$ cat config.mk
export PLATFORM = sky130hd
export DESIGN_NAME = issue_scoreboard_flat
export DESIGN_NICKNAME = d
export VERILOG_FILES = /design/src/rtl/issue_scoreboard_pkg.sv /design/src/rtl/issue_scoreboard_if.sv /design/src/rtl/issue_scoreboard_youngest_match.sv /design/src/rtl/issue_scoreboard.sv /design/src/flat_wrapper.sv
export SDC_FILE = /design/constraint.sdc
export NUM_CORES = 1
export LEC_CHECK = 0
export ABC_AREA = 1
export CAP_MARGIN = 20
export CORE_MARGIN = 2
export CORE_UTILIZATION = 48
export DETAILED_ROUTE_END_ITERATION = 8
export GPL_TIMING_DRIVEN = 0
export PLACE_DENSITY = 0.8
export SLEW_MARGIN = 20
export SYNTH_ARGS = -nofsm -noshare
export SYNTH_HDL_FRONTEND = slang
export SYNTH_SLANG_ARGS = --single-unit
$ cat constraint.sdc
create_clock -name clk -period 4.2 [get_ports clk]
set_input_delay 0.84 -clock clk [delete_from_list [all_inputs] [get_ports clk]]
set_output_delay 0.84 -clock clk [all_outputs]
set_load 0.005 [all_outputs]
$ cat src/rtl/issue_scoreboard_pkg.sv
// Shared types and constants for the decode-stage issue scoreboard.
// The build option SB_STALL_CNT_EN is consumed by issue_scoreboard and its interface.
package sb_pkg;

  localparam int SB_DEPTH_DEFAULT = 4;

  localparam logic [4:0] REG_X0 = 5'd0;

  typedef struct packed {
    logic [4:0] rd;
    logic       wr;
    logic       is_load;
    logic       ready;
  } sb_entry_t;

endpackage

$ cat src/rtl/issue_scoreboard_if.sv
// ID-stage request, retire/flush/load-completion events and scoreboard status.
// The stall_cycles signal exists only when SB_STALL_CNT_EN is defined.
interface issue_scoreboard_if #(
  parameter int DEPTH = sb_pkg::SB_DEPTH_DEFAULT
);
  localparam int PTR_W = $clog2(DEPTH);

  logic             id_valid;
  logic [4:0]       id_rs1;
  logic [4:0]       id_rs2;
  logic             id_use_rs1;
  logic             id_use_rs2;
  logic [4:0]       id_rd;
  logic             id_reg_write;
  logic             id_is_load;
  logic             mem_ld_done;
  logic             retire_valid;
  logic             flush;
  logic [PTR_W:0]   flush_cnt;
  logic             id_stall;
  logic             id_issue;
  logic [PTR_W:0]   inflight_cnt;
  logic             sb_full;
  logic             sb_empty;
  logic             sb_err;
`ifdef SB_STALL_CNT_EN
  logic [31:0]      stall_cycles;
`endif

  modport master (
    output id_valid, id_rs1, id_rs2, id_use_rs1, id_use_rs2, id_rd,
    output id_reg_write, id_is_load, mem_ld_done, retire_valid, flush, flush_cnt,
    input  id_stall, id_issue, inflight_cnt, sb_full, sb_empty, sb_err
`ifdef SB_STALL_CNT_EN
    , input stall_cycles
`endif
  );

  modport slave (
    input  id_valid, id_rs1, id_rs2, id_use_rs1, id_use_rs2, id_rd,
    input  id_reg_write, id_is_load, mem_ld_done, retire_valid, flush, flush_cnt,
    output id_stall, id_issue, inflight_cnt, sb_full, sb_empty, sb_err
`ifdef SB_STALL_CNT_EN
    , output stall_cycles
`endif
  );

endinterface

$ cat src/rtl/issue_scoreboard_youngest_match.sv
// Finds the youngest in-flight writer of one source register and reports its readiness.
// Purely combinational; x0 never matches.
module sb_youngest_match
  import sb_pkg::*;
#(
  parameter int DEPTH = SB_DEPTH_DEFAULT,
  localparam int PTR_W = $clog2(DEPTH)
) (
  input  sb_entry_t        entries_i [DEPTH],
  input  logic [PTR_W-1:0] head_i,
  input  logic [PTR_W:0]   count_i,
  input  logic [4:0]       src_i,
  output logic             hit_o,
  output logic             hit_ready_o
);

  logic [PTR_W-1:0] idx;

  // Walk oldest to youngest so the last match wins.
  always_comb begin
    hit_o       = 1'b0;
    hit_ready_o = 1'b0;
    idx         = '0;
    for (int i = 0; i < DEPTH; i++) begin
      idx = head_i + PTR_W'(i);
      if (((PTR_W+1)'(i) < count_i) && (src_i != REG_X0) &&
          entries_i[idx].wr && (entries_i[idx].rd == src_i)) begin
        hit_o       = 1'b1;
        hit_ready_o = entries_i[idx].ready;
      end
    end
  end

endmodule

$ cat src/rtl/issue_scoreboard.sv
// In-order issue scoreboard: load-use stall detection, retire, branch-flush rollback.
// Define SB_STALL_CNT_EN to add the saturating stall_cycles counter.
module issue_scoreboard
  import sb_pkg::*;
#(
  parameter int DEPTH = SB_DEPTH_DEFAULT,
  localparam int PTR_W = $clog2(DEPTH)
) (
  input logic               clk,
  input logic               rst,
  issue_scoreboard_if.slave sb
);

  localparam logic [PTR_W:0] DEPTH_C = (PTR_W+1)'(DEPTH);

  sb_entry_t        entries_q [DEPTH];
  sb_entry_t        entries_d [DEPTH];
  logic [PTR_W-1:0] head_q, head_d;
  logic [PTR_W-1:0] tail_q, tail_d;
  logic [PTR_W:0]   cnt_q, cnt_d;
  logic             err_q, err_d;

  logic             hit1, hit1_ready, hit2, hit2_ready;
  logic             hazard, full, stall, issue;
  logic             ld_hit, retire_ok;
  logic [PTR_W-1:0] ld_idx, scan_idx, kill_idx;
  logic [PTR_W:0]   avail, kill;
  sb_entry_t        new_entry;

  sb_youngest_match #(.DEPTH(DEPTH)) u_match_rs1 (
    .entries_i   (entries_q),
    .head_i      (head_q),
    .count_i     (cnt_q),
    .src_i       (sb.id_rs1),
    .hit_o       (hit1),
    .hit_ready_o (hit1_ready)
  );

  sb_youngest_match #(.DEPTH(DEPTH)) u_match_rs2 (
    .entries_i   (entries_q),
    .head_i      (head_q),
    .count_i     (cnt_q),
    .src_i       (sb.id_rs2),
    .hit_o       (hit2),
    .hit_ready_o (hit2_ready)
  );

  assign hazard = (sb.id_use_rs1 & hit1 & ~hit1_ready) |
                  (sb.id_use_rs2 & hit2 & ~hit2_ready);
  assign full   = (cnt_q == DEPTH_C);
  assign stall  = sb.id_valid & (hazard | full);
  assign issue  = sb.id_valid & ~stall & ~sb.flush;

  assign new_entry.rd      = sb.id_rd;
  assign new_entry.wr      = sb.id_reg_write & (sb.id_rd != REG_X0);
  assign new_entry.is_load = sb.id_is_load;
  assign new_entry.ready   = ~sb.id_is_load;

  always_comb begin
    entries_d = entries_q;
    head_d    = head_q;
    tail_d    = tail_q;
    err_d     = err_q;
    ld_hit    = 1'b0;
    ld_idx    = '0;
    scan_idx  = '0;
    kill_idx  = '0;
    kill      = '0;

    // Youngest to oldest, so the final hit is the oldest pending load.
    for (int i = DEPTH - 1; i >= 0; i--) begin
      scan_idx = head_q + PTR_W'(i);
      if (((PTR_W+1)'(i) < cnt_q) && entries_q[scan_idx].is_load &&
          !entries_q[scan_idx].ready) begin
        ld_hit = 1'b1;
        ld_idx = scan_idx;
      end
    end

    if (sb.mem_ld_done) begin
      if (ld_hit) entries_d[ld_idx].ready = 1'b1;
      else        err_d = 1'b1;
    end

    retire_ok = sb.retire_valid && (cnt_q != '0);
    if (sb.retire_valid && (cnt_q == '0)) err_d = 1'b1;
    if (retire_ok) begin
      if (!entries_d[head_q].ready) err_d = 1'b1;
      entries_d[head_q] = '0;
      head_d = head_q + 1'b1;
    end

    avail = cnt_q - (PTR_W+1)'(retire_ok);
    if (sb.flush) begin
      if (sb.flush_cnt > avail) begin
        kill  = avail;
        err_d = 1'b1;
      end else begin
        kill = sb.flush_cnt;
      end
    end
    for (int i = 0; i < DEPTH; i++) begin
      kill_idx = tail_q - PTR_W'(i + 1);
      if ((PTR_W+1)'(i) < kill) entries_d[kill_idx] = '0;
    end
    // A full-depth kill leaves the low pointer bits unchanged, which is the correct wrap.
    tail_d = tail_q - kill[PTR_W-1:0];

    // Issue never coincides with flush, so the tail slot cannot also be a killed slot.
    if (issue) begin
      entries_d[tail_q] = new_entry;
      tail_d = tail_q + 1'b1;
    end

    cnt_d = cnt_q + (PTR_W+1)'(issue) - (PTR_W+1)'(retire_ok) - kill;
  end

  always_ff @(posedge clk or negedge rst) begin
    if (!rst) begin
      for (int i = 0; i < DEPTH; i++) entries_q[i] <= '0;
      head_q <= '0;
      tail_q <= '0;
      cnt_q  <= '0;
      err_q  <= 1'b0;
    end else begin
      for (int i = 0; i < DEPTH; i++) entries_q[i] <= entries_d[i];
      head_q <= head_d;
      tail_q <= tail_d;
      cnt_q  <= cnt_d;
      err_q  <= err_d;
    end
  end

  assign sb.id_stall     = stall;
  assign sb.id_issue     = issue;
  assign sb.inflight_cnt = cnt_q;
  assign sb.sb_full      = full;
  assign sb.sb_empty     = (cnt_q == '0);
  assign sb.sb_err       = err_q;

`ifdef SB_STALL_CNT_EN
  logic [31:0] stall_cycles_q;

  always_ff @(posedge clk or negedge rst) begin
    if (!rst) begin
      stall_cycles_q <= '0;
    end else if (stall && (stall_cycles_q != 32'hFFFF_FFFF)) begin
      stall_cycles_q <= stall_cycles_q + 32'd1;
    end
  end

  assign sb.stall_cycles = stall_cycles_q;
`endif

endmodule

$ cat src/flat_wrapper.sv
// flat-port wrapper written by rule: the top's interface ports become plain ports
module issue_scoreboard_flat import sb_pkg::*;
#(
  parameter int DEPTH = SB_DEPTH_DEFAULT,
  localparam int PTR_W = $clog2(DEPTH)
)
  (clk, rst, sb_id_valid, sb_id_rs1, sb_id_rs2, sb_id_use_rs1, sb_id_use_rs2, sb_id_rd, sb_id_reg_write, sb_id_is_load, sb_mem_ld_done, sb_retire_valid, sb_flush, sb_flush_cnt, sb_id_stall, sb_id_issue, sb_inflight_cnt, sb_sb_full, sb_sb_empty, sb_sb_err);
  issue_scoreboard_if #(.DEPTH(DEPTH)) sb_i ();
  input logic clk;
  input logic rst;
  input wire logic [$bits(sb_i.id_valid)-1:0] sb_id_valid;
  input wire logic [$bits(sb_i.id_rs1)-1:0] sb_id_rs1;
  input wire logic [$bits(sb_i.id_rs2)-1:0] sb_id_rs2;
  input wire logic [$bits(sb_i.id_use_rs1)-1:0] sb_id_use_rs1;
  input wire logic [$bits(sb_i.id_use_rs2)-1:0] sb_id_use_rs2;
  input wire logic [$bits(sb_i.id_rd)-1:0] sb_id_rd;
  input wire logic [$bits(sb_i.id_reg_write)-1:0] sb_id_reg_write;
  input wire logic [$bits(sb_i.id_is_load)-1:0] sb_id_is_load;
  input wire logic [$bits(sb_i.mem_ld_done)-1:0] sb_mem_ld_done;
  input wire logic [$bits(sb_i.retire_valid)-1:0] sb_retire_valid;
  input wire logic [$bits(sb_i.flush)-1:0] sb_flush;
  input wire logic [$bits(sb_i.flush_cnt)-1:0] sb_flush_cnt;
  output wire logic [$bits(sb_i.id_stall)-1:0] sb_id_stall;
  output wire logic [$bits(sb_i.id_issue)-1:0] sb_id_issue;
  output wire logic [$bits(sb_i.inflight_cnt)-1:0] sb_inflight_cnt;
  output wire logic [$bits(sb_i.sb_full)-1:0] sb_sb_full;
  output wire logic [$bits(sb_i.sb_empty)-1:0] sb_sb_empty;
  output wire logic [$bits(sb_i.sb_err)-1:0] sb_sb_err;
  assign sb_i.id_valid = sb_id_valid;
  assign sb_i.id_rs1 = sb_id_rs1;
  assign sb_i.id_rs2 = sb_id_rs2;
  assign sb_i.id_use_rs1 = sb_id_use_rs1;
  assign sb_i.id_use_rs2 = sb_id_use_rs2;
  assign sb_i.id_rd = sb_id_rd;
  assign sb_i.id_reg_write = sb_id_reg_write;
  assign sb_i.id_is_load = sb_id_is_load;
  assign sb_i.mem_ld_done = sb_mem_ld_done;
  assign sb_i.retire_valid = sb_retire_valid;
  assign sb_i.flush = sb_flush;
  assign sb_i.flush_cnt = sb_flush_cnt;
  assign sb_id_stall = sb_i.id_stall;
  assign sb_id_issue = sb_i.id_issue;
  assign sb_inflight_cnt = sb_i.inflight_cnt;
  assign sb_sb_full = sb_i.sb_full;
  assign sb_sb_empty = sb_i.sb_empty;
  assign sb_sb_err = sb_i.sb_err;
  issue_scoreboard #(.DEPTH(DEPTH)) u_core (.clk(clk), .rst(rst), .sb(sb_i));
endmodule
==> results.md <==
- DR vias: between 6000 and 7000
- Crit path DAT: approximately 4.3 ns
- R2R Setup Slk: ~0.19 ns
- Max Fclk: 245 MHz
- Vias in the first global route: between 5000 and 6000
- Core ar.: 0.0102 mm²
- Relative slew slack: 54.5%
- First-pass detailed-route iteration total: 6
- Seq/Total Area, Yosys: 20.2%
- Adder-cell share of the synthesized area: 3.83%
- Post-Syn Area: 0.00496 mm²
- Die extent in x: 106 µm
- CTS tree: built
- DR iter-0 viols: 582
- CP Data Required Time: 4.39 ns
- Chip Height: 106 µm
- Fin util: 57.8%
- Fin crit period: 4.08 ns
- Post-Route WL: 17200 µm
- Area Overhead vs Synth: 18.5%
- Power Dens Cells: 890 mW/mm²
- Worst Hold Class: input pin to asynchronous set/reset pin
- Simple-gate share of the synthesized area: 56.2%
- Routed wire length per instance: 15.8 µm
- Compound-Gate Fraction of Synth Area: 4.66%
- Clock-pin slew on the worst setup and hold paths: 0.08 ns
- Synth cell types: 36
- CP Class: input pin to flip-flop
- First-pass GRT wire length: 28100 µm
- Syn Area/Cell: 5.57 µm²
- CP Launch Type: input pin
- Final slew viol count: 0
- Floorplan row count: 37
- Final ANT Viol Nets: 0
- Max stage delay on crit path: around 0.44 ns
- Largest net degree at the start of global routing: 26
- IO buf count: 35
- Max-Cap Viols: 0
- Fraction of layout cells with a size suffix above 1: a little under a tenth
- Post-Syn Instances: 891
- DR DRC count: 0
- DP Worst Slack: -0.663 ns
- Clock tree buffer depth: 2
- DIE AREA: roughly 0.011 mm²
- Main combinational cell family by area after synthesis: simple AND/OR/NAND/NOR gates
- Global route overflow: 0
- Final net count: 991
- Setup WS post-layout: between 0.1 and 0.15 ns
- Worst Skew: 0.0100 ns
- Hold Fails Final Rpt: 0
- CTS hold repair buffers: 0
- Detailed placement HPWL: 13400 µm
- Synthesized Nets: 933
- CP max stage cell: clkdlybuf4s50_1
- FF+latch count, synth: 40
- Multiplexer area fraction after synthesis: 0%
- Gr usage total: 31.3%
- TritonCTS Buffers: 5
- Clock Root Buffer: clkbuf_8
- XOR/XNOR Fraction of Synth Area: 3.15%
- H-Tree Depth: 2
- Crit end category: flip-flop
- Worst-margin pin slew: 0.680 ns
- Hold WS: between 0.4 and 0.5 ns
- Clock sink count: 40
- Final period util: 97.0%
- Synth warn: 0
- Final setup vio count: 0
- Ports: 36
- Starting Density: 48.7%
- Initial antenna violation count: 0
- Worst skew pair latency: 0.30 ns
- Gp weighted congestion: approximately 1
- Most common cell on crit path: nand2_2
- Worst Path Max Fanout: 4
- Worst path cell trace: clkdlybuf4s50_1 -> nand2_2 -> inv_2 -> ha_1 -> ha_2 -> xnor2_2 -> ha_4 -> a21oi_2 -> nand2_2 -> nand2_2 -> nand2_1 -> nand3_2 -> inv_2 -> fa_1 -> inv_1 -> fa_1 -> ha_1 -> xnor2_1 -> xnor2_1 -> inv_1
- Static Leak: 3.24 nW
- Vias/cell: 5.63
- Final-layout fill cell count: 1023
- # diodes: 0
- Status: finished clean
- Peak VDD IR: 0.502 mV
## per-layer routing
layer,routed length [µm],share of wire [%],vias to the layer above,global-route usage (%)
met5,0,0,-,0
met1,7150,42,2699,43.0
li1,-,-,2988,-
met2,7730,45,354,50.3
met3,1680,9.8,76,4.45
met4,633,3.7,0,11.3
## area by class of cell
| type | count | area [µm²] | share of cell area [%] |
|---|---|---|---|
| buffer | 30 | 223 | 3.79 |
| clock inverter | 1 | 30.0 | 0.510 |
| tap | 136 | 170 | 2.89 |
| timing repair buffer | 52 | 484 | 8.23 |
| multi-input combinational | 711 | 3460 | 58.8 |
| clock buffer | 7 | 96.3 | 1.64 |
| inverter | 109 | 417 | 7.08 |
| sequential | 40 | 1000 | 17.0 |
## layout by cell type, fill, tap and decap left out, drive strengths merged, types with 5 or more instances in the layout
cell and instances:
ha 12, buf 39, nor2 84, a21oi 12, nand2 343, clkbuf 16
xnor2 5, nor3 5, clkdlybuf4s50 24, inv 108, nand4 61, o21ai 21
dlygate4sd2 7, xor2 12, nand3 140, dfrtp 40
## logic make-up after synthesis
family          after synthesis
flops                        40
simple gates                640
buf+inv                     140
compound gates               40
xor+xnor                     17
fa+ha+maj                    14
## power breakdown
| group | total [W] | internal (W) | switching [W] | leakage [nW] |
|---|---|---|---|---|
| Combinational | 0.00418 | 0.00141 | 0.00277 | 2.65 |
| Sequential | 0.000696 | 0.000529 | 0.000167 | 0.528 |
| Clock | 0.000354 | 0.000210 | 0.000144 | 0.0645 |
| Total | 0.00523 | 0.00215 | 0.00308 | 3.24 |
## registers in the layout, summed over array words and instances (netlist names)
register / flops
u_core.sb.inflight_cnt: 3
u_core.sb.sb_err: 1
u_core.head_q: 2
u_core.entries_q: 32
u_core.tail_q: 2
## critical path: cells and delay by family
kind / cells / cell delay [ns]
adders and majority gates: 6 / 1.62
buffers and inverters: 5 / 0.69
xor gates and xnor gates: 3 / 0.53
and+or+nand+nor: 5 / 0.44
AOI/OAI and AO/OA: 1 / 0.14
## timing repair
item	in CTS	in global routing
pin swaps	8	9
buffers inserted	10	6
setup endpoints to repair	14	32
gates resized for setup	36	16
## path summary, 6_finish.rpt
path                                            from                   endpoint  depth (start not counted)
setup / recovery                     sb_retire_valid  u_core.sb.inflight_cnt[2]                         20
hold / removal                                   rst           u_core.tail_q[1]                          1
setup reg to reg           u_core.sb.inflight_cnt[2]  u_core.sb.inflight_cnt[2]                         22
hold reg to reg                     u_core.sb.sb_err           u_core.sb.sb_err                          2
max in group asynchronous                        rst           u_core.head_q[1]                          2
min in group clk                    u_core.sb.sb_err           u_core.sb.sb_err                          2
## synthesized netlist by cell type (all sizes together)
cell type,number,area [µm²]
nand2,343,1290
nand3,140,713
inv,108,408
nor2,84,325
nand4,61,382
dfrtp,40,1000
buf,22,151
o21ai,21,105
a21oi,12,71.3
ha,12,150
xor2,12,105
clkbuf,9,33.8
nor3,5,30.0
xnor2,5,51.3
and2,4,25.0
o21bai,4,30.0
fa,2,40.0
nand3b,2,15.0
a2111oi,1,8.76
a21boi,1,7.51
clkinv,1,3.75
o41ai,1,8.76
or2,1,6.26
## stage by stage
stage          setup TNS, ns  cell area [µm²]  power [W]  instances
2_1_floorplan              0             4960    0.00341        891
3_3_place_gp           -8.08             5490    0.00441       1062
3_5_place_dp           -8.44             5500    0.00444       1063
4_1_cts                    0             5780    0.00499       1080
5_1_grt              -0.0683             5880    0.00570       1086
6_report                   0             5880    0.00523       1086
Note: power is estimated with default switching activity, not from simulation.
